## src/rtl/alu_share_arb_pkg.sv

```systemverilog
// alu_share_arb_pkg
// Shared definitions for the ALU sharing arbiter: the ALU op codes,
// the sequencer state encoding and the op-code legality check.
// No ports (package).
package alu_share_arb_pkg;

  localparam int ALU_OP_W = 3;

  localparam logic [ALU_OP_W-1:0] ALU_ADD = 3'b000;
  localparam logic [ALU_OP_W-1:0] ALU_SUB = 3'b001;
  localparam logic [ALU_OP_W-1:0] ALU_AND = 3'b010;
  localparam logic [ALU_OP_W-1:0] ALU_OR  = 3'b011;
  localparam logic [ALU_OP_W-1:0] ALU_SLT = 3'b101;

  typedef enum logic [1:0] {
    IDLE  = 2'd0,
    ISSUE = 2'd1,
    RESP  = 2'd2
  } arb_state_t;

  // 100, 110 and 111 are unassigned codes.
  function automatic logic alu_op_legal(input logic [ALU_OP_W-1:0] op);
    logic legal;
    case (op)
      ALU_ADD, ALU_SUB, ALU_AND, ALU_OR, ALU_SLT: legal = 1'b1;
      default:                                    legal = 1'b0;
    endcase
    return legal;
  endfunction

endpackage

```

## src/rtl/alu_share_arb_rr.sv

```systemverilog
// rr_arb2
// Two-way round-robin grant. A lone valid is granted directly; when both
// are valid, the requester not served last wins. The pointer only moves
// when the grant is actually taken (advance).
// Ports:
//   clk, rst_n   clock, async active-low reset
//   valid[1:0]   request present per requester
//   advance      granted request accepted this cycle
//   grant[1:0]   one-hot grant (all zero when nothing is valid)
module rr_arb2 (
  input  logic       clk,
  input  logic       rst_n,
  input  logic [1:0] valid,
  input  logic       advance,
  output logic [1:0] grant
);

  // id of the requester served last; resets to 1 so req0 wins the first tie
  logic last;

  assign grant[0] = valid[0] & (~valid[1] | last);
  assign grant[1] = valid[1] & (~valid[0] | ~last);

  always_ff @(posedge clk or negedge rst_n) begin
    if (!rst_n) begin
      last <= 1'b1;
    end else if (advance) begin
      last <= grant[1];
    end
  end

endmodule

```

## src/rtl/alu_share_arb.sv

```systemverilog
// alu_share_arb
// Arbitrates two requesters onto one shared combinational ALU and
// sequences each op through IDLE -> ISSUE -> RESP.
//
//   state | meaning
//   IDLE  | waiting for a request; grant via round-robin, ready to winner
//   ISSUE | latched op/operands on alu_*; result captured at cycle end
//   RESP  | result held on rsp_*; waits for the owner's rsp_ready
//
// Ports:
//   clk, rst_n                    clock, async active-low reset
//   reqN_valid/ready/op/a/b       request channels (N = 0, 1)
//   rspN_valid/ready              response channels (N = 0, 1)
//   rsp_result/zero/err           response payload shared by both channels
//   alu_op/a/b, alu_result/zero   shared ALU interface
//   busy                          not in IDLE
//   op_count                      legal ops completed, wraps
module alu_share_arb
  import alu_share_arb_pkg::*;
#(
  parameter int DATA_W = 32,
  parameter int CNT_W  = 16
) (
  input  logic                clk,
  input  logic                rst_n,
  input  logic                req0_valid,
  output logic                req0_ready,
  input  logic [ALU_OP_W-1:0] req0_op,
  input  logic [DATA_W-1:0]   req0_a,
  input  logic [DATA_W-1:0]   req0_b,
  input  logic                req1_valid,
  output logic                req1_ready,
  input  logic [ALU_OP_W-1:0] req1_op,
  input  logic [DATA_W-1:0]   req1_a,
  input  logic [DATA_W-1:0]   req1_b,
  output logic                rsp0_valid,
  input  logic                rsp0_ready,
  output logic                rsp1_valid,
  input  logic                rsp1_ready,
  output logic [DATA_W-1:0]   rsp_result,
  output logic                rsp_zero,
  output logic                rsp_err,
  output logic [ALU_OP_W-1:0] alu_op,
  output logic [DATA_W-1:0]   alu_a,
  output logic [DATA_W-1:0]   alu_b,
  input  logic [DATA_W-1:0]   alu_result,
  input  logic                alu_zero,
  output logic                busy,
  output logic [CNT_W-1:0]    op_count
);

  localparam logic [1:0] ST_IDLE  = IDLE;
  localparam logic [1:0] ST_ISSUE = ISSUE;
  localparam logic [1:0] ST_RESP  = RESP;

  logic [1:0] state;
  logic [1:0] grant;
  logic       rsp_id;
  logic       req_hs;
  logic       rsp_hs;

  rr_arb2 u_rr (
    .clk     (clk),
    .rst_n   (rst_n),
    .valid   ({req1_valid, req0_valid}),
    .advance (req_hs),
    .grant   (grant)
  );

  assign req0_ready = (state == ST_IDLE) & grant[0];
  assign req1_ready = (state == ST_IDLE) & grant[1];
  // a grant implies the matching valid, so any grant in IDLE is a handshake
  assign req_hs     = (state == ST_IDLE) & (|grant);

  assign rsp0_valid = (state == ST_RESP) & ~rsp_id;
  assign rsp1_valid = (state == ST_RESP) &  rsp_id;
  assign rsp_hs     = (rsp0_valid & rsp0_ready) | (rsp1_valid & rsp1_ready);

  assign busy = (state != ST_IDLE);

  always_ff @(posedge clk or negedge rst_n) begin
    if (!rst_n) begin
      state      <= ST_IDLE;
      rsp_id     <= 1'b0;
      alu_op     <= ALU_ADD;
      alu_a      <= '0;
      alu_b      <= '0;
      rsp_result <= '0;
      rsp_zero   <= 1'b0;
      rsp_err    <= 1'b0;
      op_count   <= '0;
    end else begin
      case (state)
        ST_IDLE: begin
          if (req_hs) begin
            rsp_id <= grant[1];
            alu_op <= grant[1] ? req1_op : req0_op;
            alu_a  <= grant[1] ? req1_a  : req0_a;
            alu_b  <= grant[1] ? req1_b  : req0_b;
            state  <= ST_ISSUE;
          end
        end
        ST_ISSUE: begin
          // illegal codes still reach the ALU, but its answer is discarded
          if (alu_op_legal(alu_op)) begin
            rsp_result <= alu_result;
            rsp_zero   <= alu_zero;
            rsp_err    <= 1'b0;
          end else begin
            rsp_result <= '0;
            rsp_zero   <= 1'b1;
            rsp_err    <= 1'b1;
          end
          state <= ST_RESP;
        end
        ST_RESP: begin
          if (rsp_hs) begin
            if (!rsp_err) begin
              op_count <= op_count + CNT_W'(1);
            end
            state <= ST_IDLE;
          end
        end
        default: state <= ST_IDLE;
      endcase
    end
  end

endmodule

```

## config.mk

```make
export PLATFORM = sky130hd
export DESIGN_NAME = alu_share_arb
export DESIGN_NICKNAME = d
export VERILOG_FILES = /design/src/rtl/alu_share_arb_pkg.sv /design/src/rtl/alu_share_arb_rr.sv /design/src/rtl/alu_share_arb.sv
export SDC_FILE = /design/constraint.sdc
export NUM_CORES = 1
export LEC_CHECK = 0
export CAP_MARGIN = 20
export CORE_MARGIN = 5
export CORE_UTILIZATION = 35
export CTS_CLUSTER_DIAMETER = 200
export DETAILED_ROUTE_END_ITERATION = 8
export GPL_ROUTABILITY_DRIVEN = 0
export PLACE_DENSITY = 0.77
export SLEW_MARGIN = 20
export SYNTH_ARGS = -nofsm -noshare
export SYNTH_HDL_FRONTEND = slang
export SYNTH_SLANG_ARGS = --single-unit
```

## constraint.sdc

```tcl
create_clock -name clk -period 1.34 [get_ports clk]
set_input_delay 0.268 -clock clk [delete_from_list [all_inputs] [get_ports clk]]
set_output_delay 0.268 -clock clk [all_outputs]
set_load 0.005 [all_outputs]
```

==> results of run 1 <==
==> cells by family after synthesis <==
family / count (synthesis) / synth area share [%]
simple gates: 110 / 9.73
compound gates: 108 / 12.8
xor+xnor: 15 / 2.50
fa+ha+maj: 1 / 0.238
mux: 68 / 13.2
flops: 121 / 57.7
buf+inv: 37 / 3.79
==> sequential cells by signal (all words and copies together), names as in the netlist <==
| name | cells |
|---|---|
| rsp_err | 1 |
| op_count | 16 |
| u_rr.last | 1 |
| rsp_result | 32 |
| alu_b | 32 |
| alu_a | 32 |
| rsp_id | 1 |
| state | 2 |
| rsp_zero | 1 |
| alu_op | 3 |
==> worst paths after layout <==
path	startpoint	end	slack [ns]	depth (start not counted)
setup / recovery	state[0]	op_count[5]	-0.40	7
hold / removal	rst_n	op_count[14]	0.33	2
setup reg to reg	state[0]	op_count[5]	-0.40	7
hold reg to reg	rsp_result[30]	rsp_result[30]	0.51	1
max in group asynchronous	rst_n	rsp_result[12]	0.46	3
min in group clk	alu_zero	rsp_zero	0.44	3
==> layout make-up <==
cell class                 instances  area share, %
tap                              184           2.10
clock buffer                      20           4.08
clock inverter                    12           1.16
sequential                       121           27.7
multi-input combinational        302           24.4
inverter                           6          0.206
timing repair buffer             419           40.4
==> through the flow <==
step                      cell area (sq um)  std cells  hold slack [ns]  setup WS [ns]
after floorplan                        5270        460          -0.0276        -0.0765
after global placement                 8640        940            0.212         -0.539
after detailed placement               8640        940            0.204         -0.559
after CTS                             10600       1044            0.315         -0.395
after global routing                  10900       1064            0.350         -0.462
final                                 10900       1064            0.326         -0.401
==> worst reg2reg max path: cells and delay by family (launching register included) <==
kind	cells	cell delay (ns)
flops	1	0.41
xor+xnor	1	0.14
simple gates	3	0.68
buf+inv	3	0.39
==> power by group through the flow <==
stage	clock, mW	combinational (mW)	sequential (mW)
6_report	4.43	13.2	6.33
5_1_grt	4.69	14.0	6.51
4_1_cts	4.49	12.0	6.22
3_5_place_dp	0	8.21	6.16
3_3_place_gp	0	8.05	6.08
2_1_floorplan	0	3.20	6.20
==> synth_stat cells, types with 2 or more instances <==
master / count
a21oi_1: 71
a22o_1: 32
and2_1: 2
and3_1: 3
buf_2: 18
buf_4: 6
buf_6: 2
clkbuf_1: 5
dfrtp_1: 120
inv_1: 6
mux2i_1: 67
nand2_1: 5
nand2b_1: 2
nand3_1: 7
nand4_1: 6
nor2_1: 74
nor3_2: 4
xnor2_1: 13
xor2_1: 2
==> routing by layer <==
metal	up-vias	global-route usage (%)	wire [um]
li1	2443	-	-
met1	2709	25.7	7990
met2	241	44.3	11700
met3	46	8.16	1580
met4	0	8.66	679
met5	-	0	0
==> timing repair <==
item,4_1_cts,5_1_grt
setup buffers,52,32
endpoints found under the setup margin,239,189
hold buffers,1,0
pin swaps,13,17
cloned,20,4
endpoints found under the hold margin,19,0
gates resized for setup,373,156
==> results.yml, run 1 <==
clocking:
  cts_tree: "yes"
  clockBufferDepth: 2
  htreeDepth: 4
  clockRootBuffer: "clkbuf_16"
  clkSinkCount: 121
  clock_latency_ns: 0.41
  cts_made_buffers: 17
  path_clk_slew_ns: 0.06
setup_path:
  arrival_ns: 2.04
  worst-path-max-fanout: 4
  cpLargestDelayFamily: "simple AND/OR/NAND/NOR gates"
  cp_cell_sequence: "buf_6 -> buf_6 -> or3b_4 -> buf_4 -> nor3_4 -> nand3_2 -> xnor2_2"
  cp_common_cell: "buf_6"
  worst-setup-path-type: "flip-flop to flip-flop"
  crit_slowest_cell: "dfrtp_1"
  path_buf_inv: 3
  cp.required_ns: 1.64
  crit_path_max_incr_delay_ns: 0.41
  start_kind: "flip-flop"
  worst_setup_path_end_kind: "flip-flop"
final_layout:
  seq_area_sq_um: 3030
  post-route-util_pct: 74.7
  final_cell_mix: "clkdlybuf4s50_1, dfrtp_1, clkdlybuf4s15_1"
  final_common_cell: "clkdlybuf4s50_1"
  multi_input_comb_area_sq_um: 2670
  area_growth_pct: 109
  nets: 1041
  antenna_cells: 0
  layout-drive-gt1-share_pct: 37.7
  fillCellCount: 905
die:
  core_sq_um: 14600
  rows: 44
  pin_count: 295
  die_area_sq_um: 17500
  fp.dieW_um: 132
  die_height_um: 132
  start_util_pct: 35.8
global_routing:
  grt_overflow: 0
  grt_pass1_wl_mm: 33.1
  antenna_found_initial: 0
  first_global_vias: 5910
  grt_max_degree: 43
  grt_usage_pct: 24.1
sta:
  hold_viol: 0
  relSlewSlack_pct: 75.9
  min_period_over_period_pct: 130
  fin_crit_ns: 1.74
  setup_slack_ns: -0.401
  worst_pin_slew_ns: 0.354
  slew_violations: 0
  max_freq_ghz: 0.574
  tns_ns: -32.67
  setup_viol: 123
  rsz0062_at_grt: "yes"
  clock_skew_ns: 0.00797
status:
  status: "finished, violations left"
  failed_checks: "negative setup slack"
drt:
  dr.pass1.iters: 4
  vias: 5439
  drtIter0Drc: 243
  viasPerCell: 5.11
  wl_per_cell_um: 20.6
  drtAntennaViolNets: 0
  drc: 0
  wl_mm: 21.9
power_and_ir_drop:
  p_leak_nw: 4.73
  p_switching_mw: 8.39
  ir_drop_mv: 1.19
  pwr-share-clk_pct: 18.5
  p_int_mw: 15.6
  power_mw: 23.9
  power.density_nw_per_um2: 2190
  swShare_pct: 35.0
  sequentialPowerShare_pct: 26.4
  p_comb_share_pct: 55.1
placed_design:
  port_buffers: 294
  dpl.hpwl_mm: 13.2
yosys:
  syn_nets: 634
  synth.largest_area_cell: "dfrtp_1"
  netlist_area_sq_um: 5250
  synth_warnings: 0
  ys_ff_latch: 121
  synth_cell_types: 34
  synth.top_cell.area_share_pct: 57.2
  synth_edf_count: 0
  syn_area_per_cell_sq_um: 11.4
  async_flop_share_pct: 100
  synthTopCellsByArea: "dfrtp_1, mux2i_1, a21oi_1, a22o_1, nor2_1"
  ys_seq_area_share_pct: 57.7
  netlist_instances: 460
  synth_ff_type: "dfrtp_1"
job:
  max_cap_viol_count: 0
hold_path:
  worstHoldPathType: "input pin to async pin"
No activity file was read; power rests on OpenSTA's default activity.
==> run 2: changes to the inputs <==
--- a/config.mk
+++ b/config.mk
@@ -5,13 +5,14 @@
 export SDC_FILE = /design/constraint.sdc
 export NUM_CORES = 1
 export LEC_CHECK = 0
-export CAP_MARGIN = 20
+export ABC_AREA = 1
+export CAP_MARGIN = 25
 export CORE_MARGIN = 5
 export CORE_UTILIZATION = 35
 export CTS_CLUSTER_DIAMETER = 200
 export DETAILED_ROUTE_END_ITERATION = 8
 export GPL_ROUTABILITY_DRIVEN = 0
-export PLACE_DENSITY = 0.77
+export PLACE_DENSITY = 0.75
 export SLEW_MARGIN = 20
 export SYNTH_ARGS = -nofsm -noshare
 export SYNTH_HDL_FRONTEND = slang
==> run 2 against run 1 <==
Effect of this change: via count rose by 16%; critical path type is now flip-flop to primary output; final cell count increased by 23%; the flow still finishes with violations (negative setup slack); sequential power decreased by 2%.
==> results.yml, run 2 <==
final_layout:
  nets: 1248
  layout-drive-gt1-share_pct: 29.8
  final_cell_mix: "clkdlybuf4s50_1, nand2_1, dfrtp_1"
  seq_area_sq_um: 3030
  final_common_cell: "clkdlybuf4s50_1"
  top_regs: "alu_a x32, alu_b x32, rsp_result x32"
  multi_input_comb_area_sq_um: 2630
  post-route-util_pct: 71.0
  fillCellCount: 1141
  area_growth_pct: 99.9
placed_design:
  port_buffers: 294
  dpl.hpwl_mm: 14.0
  place_ws_ns: -0.520
yosys:
  synthTopCellsByArea: "dfrtp_1, nand2_1, o21ai_1, inv_1, o21ai_0"
  synth.largest_area_cell: "dfrtp_1"
  netlist_area_sq_um: 5620
  synth_ff_type: "dfrtp_1"
  synth_edf_count: 0
  syn_area_per_cell_sq_um: 8.34
  synth_warnings: 0
  ys_seq_area_share_pct: 53.9
  synth.top_cell.area_share_pct: 53.5
  ys_top_cells_by_count: "nand2_1, dfrtp_1, inv_1, o21ai_1, o21ai_0"
  ys_ff_latch: 121
  synth_cell_types: 25
  async_flop_share_pct: 100
  synth.most_common_cell: "nand2_1"
  syn_nets: 848
  netlist_instances: 674
setup_path:
  startpoint: "u_rr.last"
  r2r_cells: 8
  timing.rr.start: "u_rr.last"
  worst-setup-path-type: "flip-flop to primary output"
  worstReg2RegEnd: "alu_a[8]"
  start_kind: "flip-flop"
  cp.required_ns: 1.07
  worst_setup_path_end_kind: "primary output"
  worst-path-max-fanout: 3
  arrival_ns: 1.41
  regToRegSetupSlack_ns: -0.30
drt:
  wl_per_cell_um: 17.9
  viasPerCell: 4.85
  drc: 0
  wl_mm: 23.4
  vias: 6322
  drtIter0Drc: 353
  drtAntennaViolNets: 0
  dr.pass1.iters: 5
clocking:
  clockRootBuffer: "clkbuf_16"
  clkSinkCount: 121
  clock_latency_ns: 0.41
  clockBufferDepth: 2
  cts_made_buffers: 17
  htreeDepth: 4
  path_clk_slew_ns: 0.06
  cts_tree: "yes"
sta:
  setup_viol: 88
  hold_viol: 0
  rsz0062_at_grt: "yes"
  max_freq_ghz: 0.596
  slew_violations: 0
  clock_skew_ns: 0.00735
  fin_crit_ns: 1.68
  setup_slack_ns: -0.338
  min_period_over_period_pct: 125
  relSlewSlack_pct: 76.9
  worst_pin_slew_ns: 0.345
job:
  max_cap_viol_count: 0
die:
  pin_count: 295
  die_height_um: 137
  fp.dieW_um: 137
  die_area_sq_um: 18700
  rows: 46
  core_sq_um: 15800
  start_util_pct: 35.5
power_and_ir_drop:
  p_leak_nw: 5.36
  power.density_nw_per_um2: 1880
  ir_drop_mv: 1.07
global_routing:
  grt_usage_pct: 23.4
  grt_overflow: 0
  first_global_vias: 6299
  grt_pass1_wl_mm: 33.3
  grt_max_degree: 45
  antenna_found_initial: 2
status:
  failed_checks: "negative setup slack"
  status: "finished, violations left"
hold_path:
  worstHoldPathType: "input pin to async pin"
==> run 2: cell types whose count changed in the layout (fill, tap and decap cells not counted), sizes merged, moves of 6 or more <==
cell,previous run,this run
nand2,5,205
o21ai,1,143
inv,6,96
a21oi,72,2
mux2i,68,0
nor2,75,19
clkbuf,47,41
clkdlybuf4s15,85,91
clkinv,8,2
==> run 2: logic make-up after synthesis <==
group                    after synthesis  synth area share (%)
AND/OR/NAND/NOR                      241                  16.7
adder cells (fa/ha/maj)                1                 0.223
XOR/XNOR                               8                  1.25
flip-flops                           121                  53.9
AO/OA/AOI/OAI                        179                  18.4
buffers and inverters                124                  9.42
==> run 2: metrics by stage <==
step / area (sq um) / hold slack [ns] / cells / setup TNS, ns / power, mW
3_5_place_dp: 9160 / 0.276 / 1197 / -29.34 / 15.0
2_1_floorplan: 5620 / -0.0276 / 674 / 0 / 9.41
3_3_place_gp: 9160 / 0.279 / 1197 / -26.60 / 14.9
4_1_cts: 10800 / 0.381 / 1288 / -19.30 / 20.5
6_report: 11200 / 0.402 / 1304 / -18.98 / 21.1
5_1_grt: 11200 / 0.410 / 1304 / -25.49 / 22.4
==> run 2: layout make-up <==
cell class              instances  area share (%)
well taps                     216            2.41
multi-input cells             429            23.4
repair buffers                417            38.9
inverters                      88            3.01
flip-flops and latches        121            27.0
clock buffers                  19            4.03
diodes                          1          0.0223
clock inverters                13            1.15
==> run 2: what timing repair did <==
item | 4_1_cts | 5_1_grt
endpoints found under the setup margin | 214 | 142
pin swaps | 24 | 44
gates resized for setup | 397 | 160
gates cloned | 17 | 6
hold endpoints to repair | 120 | 0
hold buffers | 1 | 0
setup buffers | 41 | 18
==> run 2: report_power, final <==
part,internal (mW),total [mW],switching (mW),leakage (nW)
combinational,5.70,10.4,4.70,3.57
sequential,5.27,6.21,0.948,1.51
clock,2.70,4.51,1.81,0.283
==> run 2: how the worst max path moves through the flow <==
| stage | to |
|---|---|
| after floorplan | alu_a[0] |
| after global placement | req0_ready |
| after detailed placement | req0_ready |
| after CTS | req0_ready |
| after global routing | req0_ready |
| final | req1_ready |
==> run 2: routing by layer <==
metal  up-vias  GRT usage, %  wire length (um)
li1       2982             -                 -
met1      2943          24.6              7810
met4         2          8.06               686
met5         -             0                13
met3        60          9.30              2510
met2       335          42.2             12400
==> run 2: worst max-delay path, cell delays in order (launching register included) <==
cell	delay, ns
dfstp_2	0.54
inv_4	0.05
o21ai_4	0.22
nor2_4	0.07
buf_2	0.13
==> run 3: changes to the inputs <==
--- a/config.mk
+++ b/config.mk
@@ -7,12 +7,15 @@
 export LEC_CHECK = 0
 export ABC_AREA = 1
 export CAP_MARGIN = 25
+export CELL_PAD_IN_SITES_DETAIL_PLACEMENT = 1
+export CELL_PAD_IN_SITES_GLOBAL_PLACEMENT = 2
 export CORE_MARGIN = 5
-export CORE_UTILIZATION = 35
+export CORE_UTILIZATION = 19
 export CTS_CLUSTER_DIAMETER = 200
 export DETAILED_ROUTE_END_ITERATION = 8
 export GPL_ROUTABILITY_DRIVEN = 0
-export PLACE_DENSITY = 0.75
+export PLACE_DENSITY_LB_ADDON = 0.1
+export SETUP_SLACK_MARGIN = 0.4
 export SLEW_MARGIN = 20
 export SYNTH_ARGS = -nofsm -noshare
 export SYNTH_HDL_FRONTEND = slang
==> run 3 against run 2 <==
Effect of this change: the run still ends with negative setup slack left; hold slack worse by 0.098 ns; total power up 4.1%; clock skew up 0.0054 ns; combinational power up 6%; maximum frequency up 2.0%; sequential cell count unchanged; critical path type unchanged; largest power group unchanged; critical path depth unchanged; first-iteration DRC count down 61%; highest routed layer is now met4; non-clock buffer count up 31.
==> results.yml, run 3 (synthesis results as in run 2) <==
power_and_ir_drop:
  p_leak_nw: 5.46
  ir_drop_mv: 0.820
  power.density_nw_per_um2: 1980
global_routing:
  antenna_found_initial: 0
  grt_usage_pct: 13.9
  first_global_vias: 6192
  grt_max_degree: 55
  grt_pass1_wl_mm: 36.2
  grt_overflow: 0
placed_design:
  placed_cells: 1371
  place_area_sq_um: 9490
  dpl.hpwl_mm: 17.1
  port_buffers: 294
  place_ws_ns: -0.629
job:
  max_cap_viol_count: 0
setup_path:
  worst-setup-path-type: "flip-flop to primary output"
  cp.required_ns: 1.07
  crit_path_max_incr_delay_ns: 0.55
  path_buf_inv: 2
  cp_cell_sequence: "inv_4 -> o21ai_4 -> nor2_2 -> buf_6"
  worst_setup_path_end_kind: "primary output"
  arrival_ns: 1.38
  crit_slowest_cell: "dfstp_2"
  worst-path-max-fanout: 3
  cpLargestDelayFamily: "flip-flops"
  start_kind: "flip-flop"
drt:
  drtAntennaViolNets: 0
  viasPerCell: 4.09
  wl_per_cell_um: 16.9
  dr.pass1.iters: 6
  wl_mm: 25.4
  vias: 6169
  drc: 0
  drtIter0Drc: 139
sta:
  min_period_over_period_pct: 123
  max_freq_ghz: 0.608
  hold_viol: 0
  fin_crit_ns: 1.64
  rsz0062_at_grt: "yes"
  slew_violations: 0
  relSlewSlack_pct: 78.6
  setup_viol: 121
  setup_slack_ns: -0.305
  clock_skew_ns: 0.0127
  worst_pin_slew_ns: 0.321
  tns_ns: -22.70
die:
  core_sq_um: 29400
  pin_count: 295
  fp.dieW_um: 182
  die_area_sq_um: 33100
  start_util_pct: 19.1
  die_height_um: 182
  rows: 63
clocking:
  clockRootBuffer: "clkbuf_16"
  htreeDepth: 4
  path_clk_slew_ns: 0.07
  clkSinkCount: 121
  clock_latency_ns: 0.42
  clockBufferDepth: 2
  cts_tree: "yes"
  cts_made_buffers: 17
final_layout:
  top_regs: "alu_a x32, alu_b x32, rsp_result x32"
  layout-drive-gt1-share_pct: 36.9
  nets: 1279
  final_cell_mix: "clkdlybuf4s50_1, nand2_1, dfrtp_1"
  final_common_cell: "clkdlybuf4s50_1"
  antenna_cells: 0
  design_area_sq_um: 11100
  area_growth_pct: 97.8
  layout.cells.non_filler: 1508
hold_path:
  worstHoldPathType: "input pin to async pin"
status:
  status: "finished, violations left"
  failed_checks: "negative setup slack"
[run 3: timing repair]
| item | in CTS | in global routing |
|---|---|---|
| gates resized for setup | 536 | 143 |
| pin swaps | 21 | 35 |
| endpoints found under the setup margin | 243 | 243 |
| setup buffers | 47 | 41 |
| hold endpoints to repair | 19 | 0 |
| hold buffers | 1 | 0 |
| gates cloned | 2 | 14 |
[run 3: report_power, final]
group          internal, mW  switching, mW
Combinational          6.17           4.84
Sequential             5.27          0.892
Clock                  2.82           2.00
[run 3: area by class of cell]
cell class / count / area (sq um)
inverter: 88 / 340
multi-input combinational: 429 / 2460
timing repair buffer: 448 / 4180
fill: 3402 / 18300
clock inverter: 15 / 178
sequential: 121 / 3040
clock buffer: 17 / 425
tap: 390 / 488
[run 3: final timing paths]
path,from,end,cells past startpoint,slack [ns]
min in group clk,alu_result[10],rsp_result[10],2,0.45
max reg2reg,u_rr.last,alu_b[5],9,-0.30
max,u_rr.last,req1_ready,4,-0.30
min,rst_n,op_count[10],2,0.30
max in group asynchronous,rst_n,u_rr.last,3,0.50
min reg2reg,alu_a[24],alu_a[24],2,0.49
[run 3: per-stage QoR]
| stage | power (mW) | util [%] | hold WS, ns |
|---|---|---|---|
| after global routing | 23.7 | 37.8 | 0.317 |
| after global placement | 15.4 | 32.3 | 0.183 |
| after detailed placement | 15.5 | 32.3 | 0.181 |
| final | 22.0 | 37.8 | 0.305 |
| after CTS | 20.1 | 34.3 | 0.297 |
| after floorplan | 9.72 | - | -0.0276 |
[run 3: layer usage]
layer / GRT usage [%] / wire [um] / vias to the layer above
met5: 0 / 0 / -
met4: 3.33 / 178 / 0
met3: 6.13 / 2260 / 12
met2: 22.4 / 12600 / 182
met1: 17.1 / 10400 / 2928
li1: - / - / 3047
